--- src/rtl/el2_exu_flush_ghr_ctl_if.sv ---
// ======================================================================
// el2_exu_flush_ghr_ctl_if: X/R-stage flush inputs and IFU flush/GHR outputs
// Rev 1.0
// ======================================================================
`default_nettype none

interface el2_exu_flush_ghr_ctl_if #(
  parameter int GHR_SIZE = 8,
  parameter int CNT_W    = 16
);
  logic                x_valid;
  logic                x_cond_br;
  logic                x_actual_taken;
  logic                x_flush_upper;
  logic [31:1]         x_flush_path;
  logic                r_flush_lower;
  logic [31:1]         r_flush_path;
  logic                cnt_clear;
  logic                ifu_flush_valid;
  logic [31:1]         ifu_flush_path;
  logic                x_kill;
  logic [GHR_SIZE-1:0] ghr_x;
  logic [GHR_SIZE-1:0] ghr_r;
  logic [CNT_W-1:0]    br_count;
  logic [CNT_W-1:0]    mispred_count;

  modport master (
    output x_valid, x_cond_br, x_actual_taken, x_flush_upper, x_flush_path,
           r_flush_lower, r_flush_path, cnt_clear,
    input  ifu_flush_valid, ifu_flush_path, x_kill, ghr_x, ghr_r,
           br_count, mispred_count
  );

  modport slave (
    input  x_valid, x_cond_br, x_actual_taken, x_flush_upper, x_flush_path,
           r_flush_lower, r_flush_path, cnt_clear,
    output ifu_flush_valid, ifu_flush_path, x_kill, ghr_x, ghr_r,
           br_count, mispred_count
  );
endinterface

`default_nettype wire

--- src/rtl/el2_exu_flush_ghr_ctl.sv ---
// ======================================================================
// el2_exu_flush_ghr_ctl: IFU flush request, speculative/committed GHR, branch counters
// Rev 1.0
// ======================================================================
`default_nettype none

module el2_exu_flush_ghr_ctl #(
  parameter int GHR_SIZE = 8,
  parameter int CNT_W    = 16
) (
  input  wire logic             clk,
  input  wire logic             rst_l,
  el2_exu_flush_ghr_ctl_if.slave bus
);

  localparam logic [CNT_W-1:0] CNT_MAX = {CNT_W{1'b1}};
  localparam logic [CNT_W-1:0] CNT_ONE = {{(CNT_W-1){1'b0}}, 1'b1};

  logic                flush_valid;
  logic [31:1]         flush_path;
  logic                x_kill;
  logic [GHR_SIZE-1:0] ghr_x;
  logic [GHR_SIZE-1:0] ghr_r;
  logic [CNT_W-1:0]    br_count;
  logic [CNT_W-1:0]    mispred_count;

  // R-stage copy of the X branch; r_tk supplies the LSB of the committed history
  logic                r_v;
  logic                r_tk;
  logic                r_misp;
  logic [GHR_SIZE-2:0] r_ghr_hi;

  logic                xv;
  logic                x_upper;
  logic                flush_req;
  logic                commit;
  logic [GHR_SIZE-1:0] ghr_r_nxt;
  logic [GHR_SIZE-1:0] ghr_x_nxt;

  assign xv        = bus.x_valid & ~x_kill;
  assign x_upper   = xv & bus.x_flush_upper;
  assign flush_req = bus.r_flush_lower | x_upper;
  assign commit    = r_v & ~bus.r_flush_lower;
  assign ghr_r_nxt = commit ? {r_ghr_hi, r_tk} : ghr_r;

  always_comb begin
    ghr_x_nxt = ghr_x;
    if (bus.r_flush_lower) begin
      ghr_x_nxt = ghr_r_nxt;
    end else if (xv && bus.x_cond_br) begin
      ghr_x_nxt = {ghr_x[GHR_SIZE-2:0], bus.x_actual_taken};
    end
  end

  always_ff @(posedge clk or negedge rst_l) begin
    if (!rst_l) begin
      flush_valid <= 1'b0;
      flush_path  <= '0;
      x_kill      <= 1'b0;
      ghr_x       <= '0;
      ghr_r       <= '0;
      r_v         <= 1'b0;
      r_tk        <= 1'b0;
      r_misp      <= 1'b0;
      r_ghr_hi    <= '0;
    end else begin
      flush_valid <= flush_req;
      if (bus.r_flush_lower) begin
        flush_path <= bus.r_flush_path;
      end else if (x_upper) begin
        flush_path <= bus.x_flush_path;
      end
      x_kill   <= flush_req;
      ghr_x    <= ghr_x_nxt;
      ghr_r    <= ghr_r_nxt;
      r_v      <= xv & bus.x_cond_br & ~bus.r_flush_lower;
      r_tk     <= bus.x_actual_taken;
      r_misp   <= bus.x_flush_upper;
      r_ghr_hi <= ghr_x_nxt[GHR_SIZE-1:1];
    end
  end

  always_ff @(posedge clk or negedge rst_l) begin
    if (!rst_l) begin
      br_count      <= '0;
      mispred_count <= '0;
    end else if (bus.cnt_clear) begin
      br_count      <= '0;
      mispred_count <= '0;
    end else if (commit) begin
      if (br_count != CNT_MAX) begin
        br_count <= br_count + CNT_ONE;
      end
      if (r_misp && (mispred_count != CNT_MAX)) begin
        mispred_count <= mispred_count + CNT_ONE;
      end
    end
  end

  assign bus.ifu_flush_valid = flush_valid;
  assign bus.ifu_flush_path  = flush_path;
  assign bus.x_kill          = x_kill;
  assign bus.ghr_x           = ghr_x;
  assign bus.ghr_r           = ghr_r;
  assign bus.br_count        = br_count;
  assign bus.mispred_count   = mispred_count;

endmodule

`default_nettype wire

--- src/flat_wrapper.sv ---
// flat-port wrapper written by rule: the top's interface ports become plain ports
module el2_exu_flush_ghr_ctl_flat 
#(
  parameter int GHR_SIZE = 8,
  parameter int CNT_W    = 16
)
  (clk, rst_l, bus_x_valid, bus_x_cond_br, bus_x_actual_taken, bus_x_flush_upper, bus_x_flush_path, bus_r_flush_lower, bus_r_flush_path, bus_cnt_clear, bus_ifu_flush_valid, bus_ifu_flush_path, bus_x_kill, bus_ghr_x, bus_ghr_r, bus_br_count, bus_mispred_count);
  el2_exu_flush_ghr_ctl_if #(.GHR_SIZE(GHR_SIZE), .CNT_W(CNT_W)) bus_i ();
  input  wire logic clk;
  input  wire logic rst_l;
  input wire logic [$bits(bus_i.x_valid)-1:0] bus_x_valid;
  input wire logic [$bits(bus_i.x_cond_br)-1:0] bus_x_cond_br;
  input wire logic [$bits(bus_i.x_actual_taken)-1:0] bus_x_actual_taken;
  input wire logic [$bits(bus_i.x_flush_upper)-1:0] bus_x_flush_upper;
  input wire logic [$bits(bus_i.x_flush_path)-1:0] bus_x_flush_path;
  input wire logic [$bits(bus_i.r_flush_lower)-1:0] bus_r_flush_lower;
  input wire logic [$bits(bus_i.r_flush_path)-1:0] bus_r_flush_path;
  input wire logic [$bits(bus_i.cnt_clear)-1:0] bus_cnt_clear;
  output wire logic [$bits(bus_i.ifu_flush_valid)-1:0] bus_ifu_flush_valid;
  output wire logic [$bits(bus_i.ifu_flush_path)-1:0] bus_ifu_flush_path;
  output wire logic [$bits(bus_i.x_kill)-1:0] bus_x_kill;
  output wire logic [$bits(bus_i.ghr_x)-1:0] bus_ghr_x;
  output wire logic [$bits(bus_i.ghr_r)-1:0] bus_ghr_r;
  output wire logic [$bits(bus_i.br_count)-1:0] bus_br_count;
  output wire logic [$bits(bus_i.mispred_count)-1:0] bus_mispred_count;
  assign bus_i.x_valid = bus_x_valid;
  assign bus_i.x_cond_br = bus_x_cond_br;
  assign bus_i.x_actual_taken = bus_x_actual_taken;
  assign bus_i.x_flush_upper = bus_x_flush_upper;
  assign bus_i.x_flush_path = bus_x_flush_path;
  assign bus_i.r_flush_lower = bus_r_flush_lower;
  assign bus_i.r_flush_path = bus_r_flush_path;
  assign bus_i.cnt_clear = bus_cnt_clear;
  assign bus_ifu_flush_valid = bus_i.ifu_flush_valid;
  assign bus_ifu_flush_path = bus_i.ifu_flush_path;
  assign bus_x_kill = bus_i.x_kill;
  assign bus_ghr_x = bus_i.ghr_x;
  assign bus_ghr_r = bus_i.ghr_r;
  assign bus_br_count = bus_i.br_count;
  assign bus_mispred_count = bus_i.mispred_count;
  el2_exu_flush_ghr_ctl #(.GHR_SIZE(GHR_SIZE), .CNT_W(CNT_W)) u_core (.clk(clk), .rst_l(rst_l), .bus(bus_i));
endmodule
--- config.mk ---
export PLATFORM = sky130hd
export DESIGN_NAME = el2_exu_flush_ghr_ctl_flat
export DESIGN_NICKNAME = d
export VERILOG_FILES = /design/src/rtl/el2_exu_flush_ghr_ctl_if.sv /design/src/rtl/el2_exu_flush_ghr_ctl.sv /design/src/flat_wrapper.sv
export SDC_FILE = /design/constraint.sdc
export NUM_CORES = 1
export LEC_CHECK = 0
export CAP_MARGIN = 10
export CORE_ASPECT_RATIO = 0.75
export CORE_UTILIZATION = 48
export DETAILED_ROUTE_END_ITERATION = 8
export GPL_TIMING_DRIVEN = 1
export PLACE_DENSITY = 0.86
export SLEW_MARGIN = 20
export SYNTH_ARGS = -nofsm -noshare
export SYNTH_HDL_FRONTEND = slang
export SYNTH_SLANG_ARGS = --single-unit
--- constraint.sdc ---
create_clock -name clk -period 4.45 [get_ports clk]
set_input_delay 0.445 -clock clk [delete_from_list [all_inputs] [get_ports clk]]
set_output_delay 0.445 -clock clk [all_outputs]
set_load 0.01 [all_outputs]
* Word level (Yosys, flattened, before mapping)
Cells that the tools add are included.
Word-level totals: logic and storage cells 42, input port bits 70, flip-flop bits (word level) 83
Cells by class: eq/ne operators 2, bitwise logic cells 8, reductions and logical operators 9, mux-type cells 11, add/sub/neg operators 2
Operator list (count):
- $mux 16 | 6
- $mux 31 | 2
- $add 16x1->16 const B | 2
- $ne 16x16->1 const B | 2
- $mux 8 | 3
- $reduce_bool 2->1 | 5
- $and 1x1->1 | 5
- $reduce_and 2->1 | 2
- $logic_and 1x1->1 | 2
- $not 1->1 | 2
- $or 1x1->1 | 1

* Longest topological paths before layout
word-level depth 5, depth in mapped cells 6, depth with buffers taken out 5

* Worst setup path after synthesis
No wires, ideal clock.
kind input port to flip-flop, from input port bus_r_flush_lower, to register u_core.mispred_count[15], in the netlist u_core.bus.mispred_count[15], path buffers 2, data arrival time 1.919 ns, stages on the path 6, required time 4.322 ns, setup slack 2.404 ns, library setup time 0.128 ns, cell sequence buf_6 -> nand3b_4 -> or4_1 -> buf_2 -> nor4b_1 -> mux2_1
On the way: word-level cells in the longest chain between the ends 4
Ends and longest elaborated chain:
- from (decl) | line flat_wrapper.sv:16 | input wire logic [$bits(bus_i.r_flush_lower)-1:0] bus_r_flush_lower;
- $not 1->1 | line el2_exu_flush_ghr_ctl.sv:43 | assign commit = r_v & ~bus.r_flush_lower;
- $and 1x1->1 | line el2_exu_flush_ghr_ctl.sv:43
- $reduce_bool 2->1 (no line)
- $reduce_and 2->1 (no line)
- to (signal assigned) | line el2_exu_flush_ghr_ctl.sv:95 | mispred_count <= mispred_count + CNT_ONE;
- to (decl) | line el2_exu_flush_ghr_ctl.sv:25 | logic [CNT_W-1:0] mispred_count;
Every way passes these cells. A chain may end at the register's enable or synchronous reset.

* Final worst setup path
from input port bus_r_flush_lower, to register u_core.mispred_count[13], in the netlist u_core.bus.mispred_count[13]
The elaborated chain is that of the path after synthesis.

==> impl_metrics.env <==
export IMPL_place_worst_setup_slack_ps=1800
export IMPL_clock_path_buffers=2
export IMPL_mean_area_per_synthesized_cell_sq_um=9.79
export IMPL_netlist_instances=414
export IMPL_fin_crit_ps=2260
export IMPL_total_power_mw=1.66
export IMPL_boundaryPins=151
export IMPL_htreeDepth=3
export IMPL_antenna_found_initial=0
export IMPL_syn2layout_area_growth_pct=43.7
export IMPL_maxClockFrequency_ghz=0.443
export IMPL_placement_cell_area_sq_um=5620
export IMPL_synth_async_sr_flop_share_pct=100
export IMPL_reg2reg_slack_ps=2250
export IMPL_min_path_type="in -> async"
export IMPL_rr_startpoint="u_core.r_v$_DFF_PN0_"
export IMPL_whs_ps=113
export IMPL_timing_worst_setup_path_type="in -> reg"
export IMPL_timing_final_max_slew_violations=0
export IMPL_detailroute_via_count=3765
export IMPL_synth_xor_area_share_pct=0.216
export IMPL_maxCapViolations=0
export IMPL_cts_tree="done"
export IMPL_post_synth_top_count_cell="sky130_fd_sc_hd__nand2_1"
export IMPL_global_route_overflow_total=0
export IMPL_design_final_nets=630
export IMPL_placement_io_buffers=150
export IMPL_fin_worst_skew_ps=10.8
export IMPL_syn_cell_area_sq_um=4050
export IMPL_synth_top_cells_by_area="sky130_fd_sc_hd__dfrtp_1 51%, sky130_fd_sc_hd__mux2i_1 10%, sky130_fd_sc_hd__nand2_1 7.8%"
export IMPL_ys_warnings_count=0
export IMPL_die_w_microns=108
export IMPL_startpoint_type="input pin"
export IMPL_drive_above_1_share_pct=6.60
export IMPL_routedWlPerCell_microns=16.5
export IMPL_postSynthNetCount=486
export IMPL_initial_core_util_pct=50.5
export IMPL_met3WireLength_microns=1280
export IMPL_initialDrtViolationCount=248
export IMPL_core_region_area_sq_um=8020
export IMPL_n_antenna_cell=0
export IMPL_clock_latency_of_the_later_clocked_register_in_the_worst_skew_pair_ps=360
export IMPL_die_area_sq_um=8820
export IMPL_path_max_fanout=51
export IMPL_synth_adder_area_share_pct=0.617
export IMPL_post_cts_hold_buffer_count=0
export IMPL_outcome="finished clean"
export IMPL_cts_inserted_buffers=9
export IMPL_stdcell_area_sq_um=5830
export IMPL_worst_slew_pin_slew_ps=833
export IMPL_seq_area_sq_um=2080
export IMPL_fp_dieH_microns=81.6
export IMPL_crit_required_ps=4690
export IMPL_post_synthesis_simple_gate_area_fraction_pct=20.9
export IMPL_cts_clk_slew_worst_paths_ps=80
export IMPL_detailroute_wirelength_met2_microns=5310
export IMPL_synth_compound_area_share_pct=11.0
export IMPL_finalHoldViolations=0
export IMPL_final_layout_fill_cell_count=593
export IMPL_synth_flop_cell="sky130_fd_sc_hd__dfrtp_1"
export IMPL_rows=28
export IMPL_yosys_area_top_type_share_pct=51.2
export IMPL_route_final_wire_length_microns=11000
export IMPL_p_leak_nw=2.48
export IMPL_number_of_enable_flip_flop_cells_after_synthesis=0
export IMPL_cell_type_with_the_highest_aggregate_area_in_the_netlist="sky130_fd_sc_hd__dfrtp_1"
export IMPL_global_route_usage_total_pct=25.8
export IMPL_post_cts_buffers=0
export IMPL_route_top_layer_used="met4"
export IMPL_root_buffer="sky130_fd_sc_hd__clkbuf_8"
export IMPL_multiInputGateArea_sq_um=1860
export IMPL_place_detailed_hpwl_microns=7910
export IMPL_power_ir_vdd_worst_v=0.000193
export IMPL_setup_tns_ps=0
export IMPL_worst_r2r_endpoint="u_core.bus.br_count[9]$_DFFE_PN0P_"
export IMPL_detail_route_drc_violations=0
export IMPL_rsz_0062_raised_after_global_routing="no"
export IMPL_first_pass_grt_wire_length_microns=17500
export IMPL_yosys_top_cells_count="84 x sky130_fd_sc_hd__nand2_1, 83 x sky130_fd_sc_hd__dfrtp_1, 46 x sky130_fd_sc_hd__o21ai_0"
export IMPL_synth_area_mux_share_pct=12.9
export IMPL_gp_congestion=0.863
export IMPL_reg2reg_depth=4
export IMPL_maxSlewHeadroom_pct=43.9
export IMPL_ys_ff_latch=83
export IMPL_setup_viol=0
export IMPL_grt_pass1_vias=3660
export IMPL_post_route_period_util_pct=50.8
export IMPL_clock_sink_count=83
export IMPL_worst_slack_ps=2190
export IMPL_post_cts_resized=0
export IMPL_synth_top_family_by_area="simple AND/OR/NAND/NOR gates"
export IMPL_detail_route_antenna_nets=0
export IMPL_grt_start_max_net_pins=84
export IMPL_endpoint_kind="flop"
export IMPL_route_layer_met1_wl_microns=4230
export IMPL_synth_yosys_seq_area_share_pct=51.2
export IMPL_power_density_nw_per_um2=285
export IMPL_routed_via_density=5.65
export IMPL_detail_route_first_pass_iterations=5
export IMPL_yosysUniqueCellTypes=38
export IMPL_worstPathArrival_ps=2500
[report_power, final]
part	switching, mW	internal, mW
sequential	0.0249	0.794
combinational	0.113	0.151
clock	0.271	0.309
total	0.409	1.25
[layout by cell type (no fill, tap or decap), drive strengths merged, types with 3 or more instances in the layout]
master and n:
clkbuf 9, a21oi 17, mux2i 41, or2 4
nand2 84, o41ai 4, o31ai 8, buf 6
nand3 9, nor4 7, nand4 8, o21ai 46
or4 10, inv 6, or3 7, o311ai 3
mux2 10, clkdlybuf4s50 148, nor2b 11, dfrtp 83
nor2 18, nor3 5
[metal layers]
layer,track usage [%],vias up
li1,-,1752
met1,29.9,1809
met2,42.5,183
met3,13.0,21
met4,7.12,0
met5,0,-
[cell families (layout without fill, tap and decap cells)]
| group | count (synthesis) | count (layout) |
|---|---|---|
| adder cells (fa/ha/maj) | 2 | 2 |
| flip-flops | 83 | 83 |
| XOR/XNOR | 1 | 1 |
| AO/OA/AOI/OAI | 79 | 79 |
| buffers and inverters | 27 | 174 |
| AND/OR/NAND/NOR | 171 | 171 |
| multiplexers | 51 | 51 |
[sequential cells by signal, indices dropped and copies added, names as in the netlist]
register,flops
u_core.bus.ifu_flush_path,31
u_core.bus.br_count,16
u_core.bus.mispred_count,16
u_core.bus.ghr_r,8
u_core.bus.ghr_x,8
u_core.bus.ifu_flush_valid,1
u_core.r_misp,1
u_core.r_tk,1
u_core.r_v,1
[area by class of cell]
type                            count  area share (%)
Sequential cell                    83            35.7
Timing Repair Buffer              154            26.2
Clock inverter                      5            1.37
Clock buffer                        9            2.13
Tap cell                          105            2.26
Multi-Input combinational cell    304            32.0
Inverter                            6           0.387
[per-stage QoR]
stage / std cells / util, %
3_3_place_gp: 652 / 70.0
6_report: 666 / 72.6
4_1_cts: 666 / 72.5
2_1_floorplan: 414 / -
3_5_place_dp: 652 / 70.0
5_1_grt: 666 / 72.6
[critical path: stages]
cell                       delay (ps)
sky130_fd_sc_hd__buf_2            110
sky130_fd_sc_hd__buf_4            320
sky130_fd_sc_hd__nand3b_4         280
sky130_fd_sc_hd__or4_1            620
sky130_fd_sc_hd__nor4_1           360
sky130_fd_sc_hd__mux2_1           360
[worst max-delay path by stage]
stage	from	endpoint	slack, ps	cells past startpoint
6_report	bus_r_flush_lower	u_core.bus.mispred_count[13]$_DFFE_PN0P_	2190	6
5_1_grt	bus_r_flush_lower	u_core.bus.mispred_count[9]$_DFFE_PN0P_	2090	6
4_1_cts	u_core.r_v$_DFF_PN0_	u_core.bus.br_count[9]$_DFFE_PN0P_	1900	4
3_5_place_dp	bus_r_flush_lower	u_core.bus.br_count[9]$_DFFE_PN0P_	1800	5
3_3_place_gp	bus_r_flush_lower	u_core.bus.mispred_count[15]$_DFFE_PN0P_	1870	6
2_1_floorplan	bus_r_flush_lower	u_core.bus.mispred_count[15]$_DFFE_PN0P_	2400	6
No activity file was read; power rests on OpenSTA's default activity.
